**src/rtl/alpha_mem_arb.sv**
```systemverilog
// Single-port memory arbiter/sequencer shared by Icache fetch and Mbox data paths.
// Optional anti-starvation forced fetch grant: define ALPHA_MEM_ARB_STARVE_EN.
module alpha_mem_arb #(
  parameter int ADDR_W     = 64,
  parameter int DATA_W     = 64,
  parameter int MEM_LAT    = 2,
  parameter int STARVE_MAX = 4
) (
  input  logic              clk,
  input  logic              rst_n,
  input  logic              if_req,
  input  logic [ADDR_W-1:0] if_addr,
  output logic              if_gnt,
  output logic              if_valid,
  output logic [DATA_W-1:0] if_rdata,
  input  logic              d_req,
  input  logic              d_we,
  input  logic [ADDR_W-1:0] d_addr,
  input  logic [DATA_W-1:0] d_wdata,
  output logic              d_gnt,
  output logic              d_valid,
  output logic [DATA_W-1:0] d_rdata,
  output logic              mem_en,
  output logic              mem_we,
  output logic [ADDR_W-1:0] mem_addr,
  output logic [DATA_W-1:0] mem_wdata,
  input  logic [DATA_W-1:0] mem_rdata,
  output logic              busy
);

  localparam int LAT_W = (MEM_LAT > 1) ? $clog2(MEM_LAT) : 1;

  typedef enum logic [1:0] {IDLE, ISSUE, WAIT, RESP} state_t;

  state_t            r_state;
  logic [LAT_W-1:0]  r_lat;
  logic              r_owner_if;
  logic              r_is_store;
  logic              r_if_gnt, r_d_gnt, r_if_valid, r_d_valid;
  logic              r_mem_en, r_mem_we, r_busy;
  logic [ADDR_W-1:0] r_mem_addr;
  logic [DATA_W-1:0] r_mem_wdata, r_if_rdata, r_d_rdata;
  logic              w_force;
  logic              w_pick_if;
  logic              w_any;

`ifdef ALPHA_MEM_ARB_STARVE_EN
  logic [3:0] r_starve;
  assign w_force = (r_starve == 4'(STARVE_MAX));
`else
  // STARVE_MAX is legal only from 1 upward, so this is strict data priority.
  assign w_force = (STARVE_MAX < 1);
`endif

  assign w_pick_if = if_req && (!d_req || w_force);
  assign w_any     = if_req || d_req;

  // Output registers are loaded on the edge that enters the state they belong to.
  always_ff @(posedge clk) begin
    if (!rst_n) begin
      r_state     <= IDLE;
      r_lat       <= '0;
      r_owner_if  <= 1'b0;
      r_is_store  <= 1'b0;
      r_if_gnt    <= 1'b0;
      r_d_gnt     <= 1'b0;
      r_if_valid  <= 1'b0;
      r_d_valid   <= 1'b0;
      r_mem_en    <= 1'b0;
      r_mem_we    <= 1'b0;
      r_busy      <= 1'b0;
      r_mem_addr  <= '0;
      r_mem_wdata <= '0;
      r_if_rdata  <= '0;
      r_d_rdata   <= '0;
`ifdef ALPHA_MEM_ARB_STARVE_EN
      r_starve    <= '0;
`endif
    end else begin
      r_if_gnt   <= 1'b0;
      r_d_gnt    <= 1'b0;
      r_if_valid <= 1'b0;
      r_d_valid  <= 1'b0;
      r_mem_en   <= 1'b0;
      r_mem_we   <= 1'b0;
      case (r_state)
        IDLE, RESP: begin
          if (w_any) begin
            r_state    <= ISSUE;
            r_busy     <= 1'b1;
            r_owner_if <= w_pick_if;
            r_is_store <= !w_pick_if && d_we;
            r_mem_en   <= 1'b1;
            r_mem_we   <= !w_pick_if && d_we;
            r_mem_addr <= w_pick_if ? if_addr : d_addr;
            if (!w_pick_if) r_mem_wdata <= d_wdata;
            r_if_gnt   <= w_pick_if;
            r_d_gnt    <= !w_pick_if;
`ifdef ALPHA_MEM_ARB_STARVE_EN
            if (w_pick_if)
              r_starve <= '0;
            else if (if_req && (r_starve != 4'(STARVE_MAX)))
              r_starve <= r_starve + 4'd1;
`endif
          end else begin
            r_state <= IDLE;
            r_busy  <= 1'b0;
          end
        end
        ISSUE: begin
          r_state <= WAIT;
          r_lat   <= LAT_W'(MEM_LAT - 1);
        end
        WAIT: begin
          if (r_lat == '0) begin
            if (r_owner_if)
              r_if_rdata <= mem_rdata;
            else if (!r_is_store)
              r_d_rdata <= mem_rdata;
            r_if_valid <= r_owner_if;
            r_d_valid  <= !r_owner_if;
            r_state    <= RESP;
          end else begin
            r_lat <= r_lat - 1'b1;
          end
        end
        default: r_state <= IDLE;
      endcase
    end
  end

  assign if_gnt    = r_if_gnt;
  assign if_valid  = r_if_valid;
  assign if_rdata  = r_if_rdata;
  assign d_gnt     = r_d_gnt;
  assign d_valid   = r_d_valid;
  assign d_rdata   = r_d_rdata;
  assign mem_en    = r_mem_en;
  assign mem_we    = r_mem_we;
  assign mem_addr  = r_mem_addr;
  assign mem_wdata = r_mem_wdata;
  assign busy      = r_busy;

endmodule

```
**config.mk**
```make
export PLATFORM = sky130hd
export DESIGN_NAME = alpha_mem_arb
export DESIGN_NICKNAME = d
export VERILOG_FILES = /design/src/rtl/alpha_mem_arb.sv
export SDC_FILE = /design/constraint.sdc
export NUM_CORES = 1
export LEC_CHECK = 0
export ABC_AREA = 0
export BUFFER_PORTS_ARGS = -buffer_cell sky130_fd_sc_hd__buf_2
export CAP_MARGIN = 30
export CORE_AREA = 2 2 205 207
export DETAILED_ROUTE_END_ITERATION = 6
export DIE_AREA = 0 0 207 209
export PLACE_DENSITY = 0.57
export SLEW_MARGIN = 20
export SYNTH_ARGS = -nofsm -noshare
export SYNTH_HDL_FRONTEND = slang
export SYNTH_SLANG_ARGS = --single-unit
export TNS_END_PERCENT = 100
```
**constraint.sdc**
```tcl
create_clock -name clk -period 1.6 [get_ports clk]
set_input_delay 0.16 -clock clk [delete_from_list [all_inputs] [get_ports clk]]
set_output_delay 0.16 -clock clk [all_outputs]
set_load 0.005 [all_outputs]
```
==> report_table.html, run 1 <==
<table>
<tr><th>Metric</th><th>Value</th></tr>
<tr><th colspan="2">Placement</th></tr>
<tr><td>Number of port buffers</td><td>approximately 520</td></tr>
<tr><td>Post-detailed-placement half-perimeter wirelength</td><td>about 26000 um</td></tr>
<tr><td>Instance area at placement</td><td>0.0139 mm2</td></tr>
<tr><td>Placed cell count</td><td>roughly 2300</td></tr>
<tr><td>Gpl congestion</td><td>approximately 0.86</td></tr>
<tr><th colspan="2">Floorplanning</th></tr>
<tr><td>Num ports</td><td>524</td></tr>
<tr><td>Total number of placement rows</td><td>75</td></tr>
<tr><td>Core Area</td><td>0.0413 mm2</td></tr>
<tr><td>Initial Utilization</td><td>0.251</td></tr>
<tr><td>Die H</td><td>between 200 and 250 um</td></tr>
<tr><td>Die W</td><td>a little over 200 um</td></tr>
<tr><td>Die Footprint</td><td>between 0.04 and 0.05 mm2</td></tr>
<tr><th colspan="2">GRT</th></tr>
<tr><td>Number of antenna violations at the first check in global routing</td><td>1</td></tr>
<tr><td>Total routing usage reported by global routing</td><td>0.164</td></tr>
<tr><td>Largest net degree at the start of global routing</td><td>slightly below 80</td></tr>
<tr><td>Via count of the first global-routing pass</td><td>11209</td></tr>
<tr><td>Total congestion overflow after global routing</td><td>0</td></tr>
<tr><td>Global-route wire length before repair</td><td>between 50000 and 60000 um</td></tr>
<tr><th colspan="2">Clock tree</th></tr>
<tr><td>Clock Sink Count</td><td>between 200 and 300</td></tr>
<tr><td>Worst skew pair latency</td><td>roughly 0.54 ns</td></tr>
<tr><td>Number of buffers on the longest clock path</td><td>3</td></tr>
<tr><td>Number of CTS-inserted buffers</td><td>29</td></tr>
<tr><td>Clock-pin slew on the worst setup and hold paths</td><td>0.06 ns</td></tr>
<tr><td>Clk Tree Root Cell</td><td>clkbuf_16</td></tr>
<tr><td>Clock H-tree levels</td><td>1</td></tr>
<tr><td>Clock tree from TritonCTS</td><td>yes</td></tr>
<tr><td>Postcts setup bufs</td><td>0</td></tr>
<tr><th colspan="2">Synth</th></tr>
<tr><td>Ys async rst share</td><td>0</td></tr>
<tr><td>Cell type with the highest aggregate area in the netlist</td><td>dfxtp_1</td></tr>
<tr><td>Synth cell count leaders</td><td>nand2_1 (490), dfxtp_1 (268), a21boi_0 (132), a21boi_1 (60), a22o_1 (55)</td></tr>
<tr><td>Cell count after synthesis</td><td>1223</td></tr>
<tr><td>Number of enable flip-flop cells after synthesis</td><td>0</td></tr>
<tr><td>Number of synthesized register bits</td><td>roughly 270</td></tr>
<tr><td>Netlist Area Pre-Place</td><td>~0.010 mm2</td></tr>
<tr><td>Most frequently used cell type in the post-synthesis netlist</td><td>nand2_1</td></tr>
<tr><td>Avg Synthesized Cell Area</td><td>~8.5 um2</td></tr>
<tr><td>Sequential area share after synthesis</td><td>0.519</td></tr>
<tr><td>Top cells by area, synth</td><td>dfxtp_1 (52%), nand2_1 (18%), a21boi_0 (9.6%)</td></tr>
<tr><td>Count of different cell masters after synthesis</td><td>30</td></tr>
<tr><td>Warning count from the yosys run</td><td>0</td></tr>
<tr><td>Top-area cell type share of the netlist area</td><td>0.519</td></tr>
<tr><td>Most common flop cell mapped by yosys</td><td>dfxtp_1</td></tr>
<tr><td>Post-synthesis net count</td><td>1486</td></tr>
<tr><th colspan="2">STA</th></tr>
<tr><td>Max-slew headroom</td><td>0.691</td></tr>
<tr><td>Max-slew violations</td><td>0</td></tr>
<tr><td>Ratio of final minimum period to clock period</td><td>0.983</td></tr>
<tr><td>Hold Fails Final Rpt</td><td>0</td></tr>
<tr><td>Highest clock rate</td><td>between 0.6 and 0.7 GHz</td></tr>
<tr><td>Min cycle time layout</td><td>1.57 ns</td></tr>
<tr><td>Slew at the pin closest to its max-slew limit</td><td>0.463 ns</td></tr>
<tr><td>Setup repair after global routing missed its margin</td><td>true</td></tr>
<tr><td>Final clock skew</td><td>about 0.0086 ns</td></tr>
<tr><td>Total of endpoints with negative setup slack in the final report</td><td>0</td></tr>
<tr><th colspan="2">Worst setup path</th></tr>
<tr><td>Crit path kind</td><td>flip-flop to flip-flop</td></tr>
<tr><td>Critical path required time</td><td>2.03 ns</td></tr>
<tr><td>Max Fanout on Critical Path</td><td>17</td></tr>
<tr><td>Worst Setup Start Kind</td><td>flip-flop</td></tr>
<tr><td>Crit path arrival time</td><td>around 2 ns</td></tr>
<tr><td>R2r setup slk</td><td>0.03 ns</td></tr>
<tr><td>Endpoint class of the critical path</td><td>flip-flop</td></tr>
<tr><th colspan="2">Routing</th></tr>
<tr><td>Number of nets with antenna violations after routing</td><td>0</td></tr>
<tr><td>Vias per Instance</td><td>4.44</td></tr>
<tr><td>Number of DRC violations after detailed routing</td><td>0</td></tr>
<tr><td>DRT iter0 DRCs</td><td>around 550</td></tr>
<tr><td>Drt first pass iters</td><td>5</td></tr>
<tr><td>Post-detailed-routing wire length</td><td>39000 um</td></tr>
<tr><td>Routed length per placed instance</td><td>~15 um</td></tr>
<tr><td>Via count</td><td>~11000</td></tr>
<tr><th colspan="2">Layout</th></tr>
<tr><td>Final Cell Area</td><td>~0.017 mm2</td></tr>
<tr><td>Final-stage net count</td><td>2235</td></tr>
<tr><td>Number of cells in the finished layout apart from fillers</td><td>between 2000 and 3000</td></tr>
<tr><td>Ratio of cells with drive above 1 in the final layout</td><td>0.343</td></tr>
<tr><td>Synth-to-layout area growth</td><td>69.1%</td></tr>
<tr><th colspan="2">Run status</th></tr>
<tr><td>Status</td><td>finished clean</td></tr>
<tr><th colspan="2">Power</th></tr>
<tr><td>PwrDens</td><td>~1400 mW/mm2</td></tr>
<tr><td>Leakage</td><td>roughly 8 nW</td></tr>
<tr><td>Worst supply voltage drop on vdd</td><td>between 0.8 and 0.9 mV</td></tr>
<tr><th colspan="2">Run</th></tr>
<tr><td>Max-cap viol count</td><td>0</td></tr>
<tr><th colspan="2">Min path</th></tr>
<tr><td>Path category of the worst min-delay check</td><td>input port to flip-flop</td></tr>
</table>
-- cell families (layout without fill, tap and decap cells) --
family | Yosys count | count (layout) | synth area share
AOI/OAI and AO/OA | 329 | 329 | 0.232
adders and majority gates | 2 | 2 | 0.00242
buffers and inverters | 103 | 873 | 0.0491
DFF | 268 | 268 | 0.519
other | 0 | 1 | 0
and+or+nand+nor | 521 | 522 | 0.198
-- layout by cell type, fill, tap and decap left out, types with 2 or more instances in the layout --
master / n
buf_2: 521
nand2_1: 485
dfxtp_1: 266
dlygate4sd3_1: 219
a21boi_1: 96
a21boi_0: 92
a22o_1: 55
o21ai_0: 48
buf_4: 42
clkbuf_16: 36
buf_12: 24
nand2_2: 15
a22oi_1: 10
o21ai_1: 9
o2bb2ai_1: 9
clkinv_2: 9
clkbuf_8: 9
bufinv_16: 5
a21boi_2: 4
nor2b_1: 4
buf_6: 4
and2_4: 3
nand3b_1: 3
and2_1: 3
o211ai_1: 2
a21oi_1: 2
nor2_1: 2
and3_1: 2
dfxtp_2: 2
-- what timing repair did --
item                                    4_1_cts  5_1_grt
resized for setup                             7       53
endpoints found under the setup margin      154       78
hold buffers                                219        0
cloned                                        1       10
pin swaps                                     0        7
endpoints found under the hold margin       258        0
-- where the power goes --
group | leakage (nW) | internal, mW | total (mW) | switching, mW
combinational | 5.30 | 3.93 | 7.92 | 3.99
sequential | 2.18 | 8.00 | 8.69 | 0.698
clock | 0.528 | 4.52 | 7.27 | 2.76
total | 8.02 | 16.4 | 23.9 | 7.45
-- final timing paths --
kind / start / endpoint / cells past startpoint
worst max register to register: r_state[0] / d_rdata[30] / 6
worst max-delay path: r_state[0] / d_rdata[30] / 6
worst min-delay path: if_addr[19] / mem_addr[19] / 4
worst min register to register: if_rdata[8] / if_rdata[8] / 2
-- metal layers --
layer / up-vias / GRT usage / share of wire
met3: 82 / 0.0368 / 0.069
met4: 0 / 0.0579 / 0.028
met5: - / 0 / 0
met2: 429 / 0.291 / 0.49
li1: 5536 / - / -
met1: 5205 / 0.194 / 0.41
-- worst max-delay path: stages (launching register included) --
cell and delay (ns):
dfxtp_2 0.32, inv_2 0.07, ha_4 0.14, or4b_4 0.55
clkbuf_16 0.24, nand2_1 0.08, a21boi_1 0.06
-- stage by stage --
step                      hold WS (ns)  worst slack [ns]  utilization  power [mW]  setup TNS (ns)
after floorplan                  0.282            0.0616            -        12.1               0
after global placement           0.407           -0.0395        0.338        15.4           -1.85
after detailed placement         0.416           -0.0935        0.338        15.5           -4.06
after CTS                      0.00102            0.0199        0.418        23.5               0
after global routing            0.0354           -0.0368        0.424        25.2          -0.745
final                           0.0277            0.0271        0.424        23.9               0
-- registers in the layout (all words and copies together) (netlist names) --
register	flops
r_lat	1
mem_addr	64
r_state	2
busy	1
mem_en	1
d_valid	1
if_gnt	1
r_is_store	1
d_gnt	1
if_rdata	64
d_rdata	64
r_owner_if	1
mem_we	1
if_valid	1
mem_wdata	64
-- cell type report --
cell class | count | area, um2
clock inverter | 15 | 203
sequential | 268 | 5370
inverter | 2 | 7.51
clock buffer | 38 | 850
timing repair buffer | 818 | 5840
multi-input combinational | 853 | 4540
tap | 539 | 674
antenna | 1 | 2.50
fill | 4050 | 23800
Note: power is estimated with default switching activity, not from simulation.
==> run 2: changes to the inputs <==
- CTS_BUF_LIST: unset -> sky130_fd_sc_hd__clkbuf_16
==> run 2 against run 1 <==
- global-route usage about the same
- combinational power down 1%
- final area down 0.78%
- critical path depth unchanged
- hold slack about the same
- critical path type unchanged
==> report_table.html, run 2 (synthesized netlist as in run 1, its figures left out) <==
<table>
<tr><th>Metric</th><th>Value</th></tr>
<tr><th colspan="2">STA</th></tr>
<tr><td>Slew at the pin closest to its max-slew limit</td><td>0.475 ns (+0.0122 ns)</td></tr>
<tr><td>Min cycle time layout</td><td>1.56 ns (-0.0118 ns)</td></tr>
<tr><td>Total of endpoints with negative setup slack in the final report</td><td>0 (unchanged)</td></tr>
<tr><td>Max-slew violations</td><td>0 (unchanged)</td></tr>
<tr><td>Final hold slack</td><td>0.0276 ns (-0.000127 ns)</td></tr>
<tr><td>Final sum of negative setup slack</td><td>0 ns (unchanged)</td></tr>
<tr><td>Highest clock rate</td><td>0.641 GHz (+0.76%)</td></tr>
<tr><td>Final clock skew</td><td>0.00544 ns (-0.00316 ns)</td></tr>
<tr><td>Setup WS post-layout</td><td>0.0390 ns (+0.0118 ns)</td></tr>
<tr><td>Max-slew headroom</td><td>0.683 (-0.00816)</td></tr>
<tr><td>Setup repair after global routing missed its margin</td><td>true</td></tr>
<tr><td>Ratio of final minimum period to clock period</td><td>0.976 (-0.00740)</td></tr>
<tr><td>Hold Fails Final Rpt</td><td>0 (unchanged)</td></tr>
<tr><th colspan="2">Worst setup path</th></tr>
<tr><td>Crit path arrival time</td><td>1.99 ns (-0.02 ns)</td></tr>
<tr><td>Slowest stage cell, crit path</td><td>or4b_4</td></tr>
<tr><td>Logic depth of the worst path, buffers included</td><td>6 (unchanged)</td></tr>
<tr><td>Count of buffering cells on the critical path with inverters included</td><td>2 (unchanged)</td></tr>
<tr><td>Reg-to-reg critical path startpoint</td><td>r_state[0]</td></tr>
<tr><td>Endpoint class of the critical path</td><td>flip-flop</td></tr>
<tr><td>Max Fanout on Critical Path</td><td>34 (+17)</td></tr>
<tr><td>Worst Setup Start Kind</td><td>flip-flop</td></tr>
<tr><td>Category of cells accounting for the largest share of critical-path delay</td><td>simple AND/OR/NAND/NOR gates</td></tr>
<tr><td>Stage delay of the slowest cell on the critical path</td><td>0.52 ns (-0.03 ns)</td></tr>
<tr><td>Reg-to-reg endpoint</td><td>d_rdata[0]</td></tr>
<tr><td>Cell chain of the critical path</td><td>inv_2, ha_4, or4b_4, buf_12, nand2_1, a21boi_0</td></tr>
<tr><td>Reg2reg path depth</td><td>6 (unchanged)</td></tr>
<tr><td>R2r setup slk</td><td>0.04 ns (about the same)</td></tr>
<tr><td>Crit path kind</td><td>flip-flop to flip-flop</td></tr>
<tr><td>Critical path required time</td><td>2.02 ns (about the same)</td></tr>
<tr><th colspan="2">GRT</th></tr>
<tr><td>Total congestion overflow after global routing</td><td>0 (unchanged)</td></tr>
<tr><td>Global-route wire length before repair</td><td>58700 um (-0.15%)</td></tr>
<tr><td>Met1 Use GR</td><td>0.194 (about the same)</td></tr>
<tr><td>Met3 track demand over resource</td><td>0.0368 (unchanged)</td></tr>
<tr><td>Met2 GRT Util</td><td>0.290 (-0.000920)</td></tr>
<tr><td>Number of antenna violations at the first check in global routing</td><td>1 (unchanged)</td></tr>
<tr><td>Total routing usage reported by global routing</td><td>0.164 (-0.000210)</td></tr>
<tr><td>Via count of the first global-routing pass</td><td>11211 (+0.018%)</td></tr>
<tr><td>Largest net degree at the start of global routing</td><td>77 (unchanged)</td></tr>
<tr><td>Grt peak-use layer</td><td>met2</td></tr>
<tr><th colspan="2">Floorplanning</th></tr>
<tr><td>Die H</td><td>209 um (unchanged)</td></tr>
<tr><td>Core Area</td><td>0.0413 mm2 (unchanged)</td></tr>
<tr><td>Num ports</td><td>524 (unchanged)</td></tr>
<tr><td>Initial Utilization</td><td>0.251 (unchanged)</td></tr>
<tr><td>Die Footprint</td><td>0.0433 mm2 (unchanged)</td></tr>
<tr><td>Die W</td><td>207 um (unchanged)</td></tr>
<tr><td>Total number of placement rows</td><td>75 (unchanged)</td></tr>
<tr><th colspan="2">Routing</th></tr>
<tr><td>Number of DRC violations after detailed routing</td><td>0 (unchanged)</td></tr>
<tr><td>Drt first pass iters</td><td>6 (+1)</td></tr>
<tr><td>DRT iter0 DRCs</td><td>578 (+6.1%)</td></tr>
<tr><td>Post-detailed-routing wire length</td><td>38800 um (-0.74%)</td></tr>
<tr><td>Number of nets with antenna violations after routing</td><td>0 (unchanged)</td></tr>
<tr><td>Via count</td><td>11245 (-0.062%)</td></tr>
<tr><td>Routed length per placed instance</td><td>15.3 um (-0.70%)</td></tr>
<tr><td>Vias per Instance</td><td>4.44 (about the same)</td></tr>
<tr><th colspan="2">Placement</th></tr>
<tr><td>Post-detailed-placement half-perimeter wirelength</td><td>26100 um (unchanged)</td></tr>
<tr><td>Setup WS pre-CTS</td><td>-0.0935 ns (unchanged)</td></tr>
<tr><td>Gpl congestion</td><td>0.856 (unchanged)</td></tr>
<tr><td>Number of port buffers</td><td>523 (unchanged)</td></tr>
<tr><th colspan="2">Layout</th></tr>
<tr><td>Ratio of cells with drive above 1 in the final layout</td><td>0.334 (-0.00836)</td></tr>
<tr><td>Total area of multi-input combinational cells</td><td>0.00452 mm2 (-0.47%)</td></tr>
<tr><td>Most frequent cells in the layout</td><td>buf_2 (521), nand2_1 (489), dfxtp_1 (266)</td></tr>
<tr><td>Sequential standard cell area</td><td>0.00537 mm2 (unchanged)</td></tr>
<tr><td>Most frequent standard cell in the layout excluding fill and tap cells</td><td>buf_2</td></tr>
<tr><td>Filler Cells Inserted</td><td>4070 (+0.49%)</td></tr>
<tr><td>Final-stage net count</td><td>2234 (-0.045%)</td></tr>
<tr><td>Synth-to-layout area growth</td><td>67.8%</td></tr>
<tr><th colspan="2">Clock tree</th></tr>
<tr><td>Clock Sink Count</td><td>268 (unchanged)</td></tr>
<tr><td>Worst skew pair latency</td><td>0.54 ns (about the same)</td></tr>
<tr><td>Postcts setup bufs</td><td>0 (unchanged)</td></tr>
<tr><td>Clk Tree Root Cell</td><td>clkbuf_16</td></tr>
<tr><td>Number of buffers on the longest clock path</td><td>3 (unchanged)</td></tr>
<tr><td>Clock-pin slew on the worst setup and hold paths</td><td>0.06 ns (about the same)</td></tr>
<tr><td>Clock H-tree levels</td><td>1 (unchanged)</td></tr>
<tr><td>Number of CTS-inserted buffers</td><td>29 (unchanged)</td></tr>
<tr><td>Clock tree from TritonCTS</td><td>yes</td></tr>
<tr><th colspan="2">Power</th></tr>
<tr><td>Worst supply voltage drop on vdd</td><td>0.809 mV (-0.32%)</td></tr>
<tr><td>Total chip power</td><td>23.3 mW (-2.3%)</td></tr>
<tr><td>Leakage</td><td>7.95 nW (-0.83%)</td></tr>
<tr><td>PwrDens</td><td>1350 mW/mm2 (-1.5%)</td></tr>
<tr><th colspan="2">Min path</th></tr>
<tr><td>Start point of the worst min-delay path</td><td>if_addr[19]</td></tr>
<tr><td>Cell count of the worst hold path</td><td>4 (unchanged)</td></tr>
<tr><td>Path category of the worst min-delay check</td><td>input port to flip-flop</td></tr>
<tr><td>Destination of the worst hold path</td><td>mem_addr[19]</td></tr>
<tr><th colspan="2">Run</th></tr>
<tr><td>Max-cap viol count</td><td>0 (unchanged)</td></tr>
<tr><th colspan="2">Run status</th></tr>
<tr><td>Status</td><td>finished clean</td></tr>
</table>
==> run 2: changes by cell type in the layout (fill, tap and decap cells not counted), sizes merged <==
cell and change:
clkbuf -10, clkinv +9
==> run 2: final cells by class <==
class	count	area share
tap	539	0.0389
inverter	2	0.000433
multi-input combinational	853	0.261
sequential	268	0.309
timing repair buffer	817	0.335
clock buffer	29	0.0418
clock inverter	24	0.0136
antenna	1	0.000144
==> run 2: worst max-delay path by stage <==
stage                     startpoint       endpoint  slack, ns
final                     r_state[0]     d_rdata[0]       0.04
after global routing      r_state[0]     d_rdata[2]      -0.03
after CTS                 r_state[0]     d_rdata[1]       0.02
after detailed placement  r_state[0]   mem_wdata[4]      -0.09
after global placement    r_state[0]   mem_addr[14]      -0.04
after floorplan           r_state[0]  mem_wdata[14]       0.06
==> run 2: timing repair <==
| action | CTS | global route |
|---|---|---|
| endpoints found under the setup margin | 154 | 79 |
| pin swaps | 0 | 1 |
| hold endpoints to repair | 258 | 0 |
| gates cloned | 1 | 9 |
| resized for setup | 7 | 45 |
| hold buffers | 219 | 0 |
==> run 2: routing by layer <==
layer | wire, um | part of all wire
met5 | 0 | 0
met4 | 1130 | 0.029
met3 | 2590 | 0.067
met2 | 19000 | 0.49
met1 | 16000 | 0.41
==> run 2: worst reg2reg max path, stage by stage (launching register included) <==
cell,delay [ns]
dfxtp_2,0.32
inv_2,0.08
ha_4,0.14
or4b_4,0.52
buf_12,0.22
nand2_1,0.09
a21boi_0,0.08
==> run 2: where the power goes <==
part | total, mW | switching, mW | leakage (nW) | internal [mW]
registers | 8.69 | 0.696 | 2.18 | 8.00
clock network | 6.82 | 2.74 | 0.477 | 4.08
logic | 7.83 | 3.95 | 5.29 | 3.88
==> run 2: through the flow <==
| step | std cells | instance area [um2] | utilization |
|---|---|---|---|
| after global routing | 2533 | 17400 | 0.420 |
| after floorplan | 1223 | 10300 | - |
| final | 2533 | 17400 | 0.420 |
| after global placement | 2250 | 13900 | 0.338 |
| after detailed placement | 2250 | 13900 | 0.338 |
| after CTS | 2523 | 17200 | 0.416 |
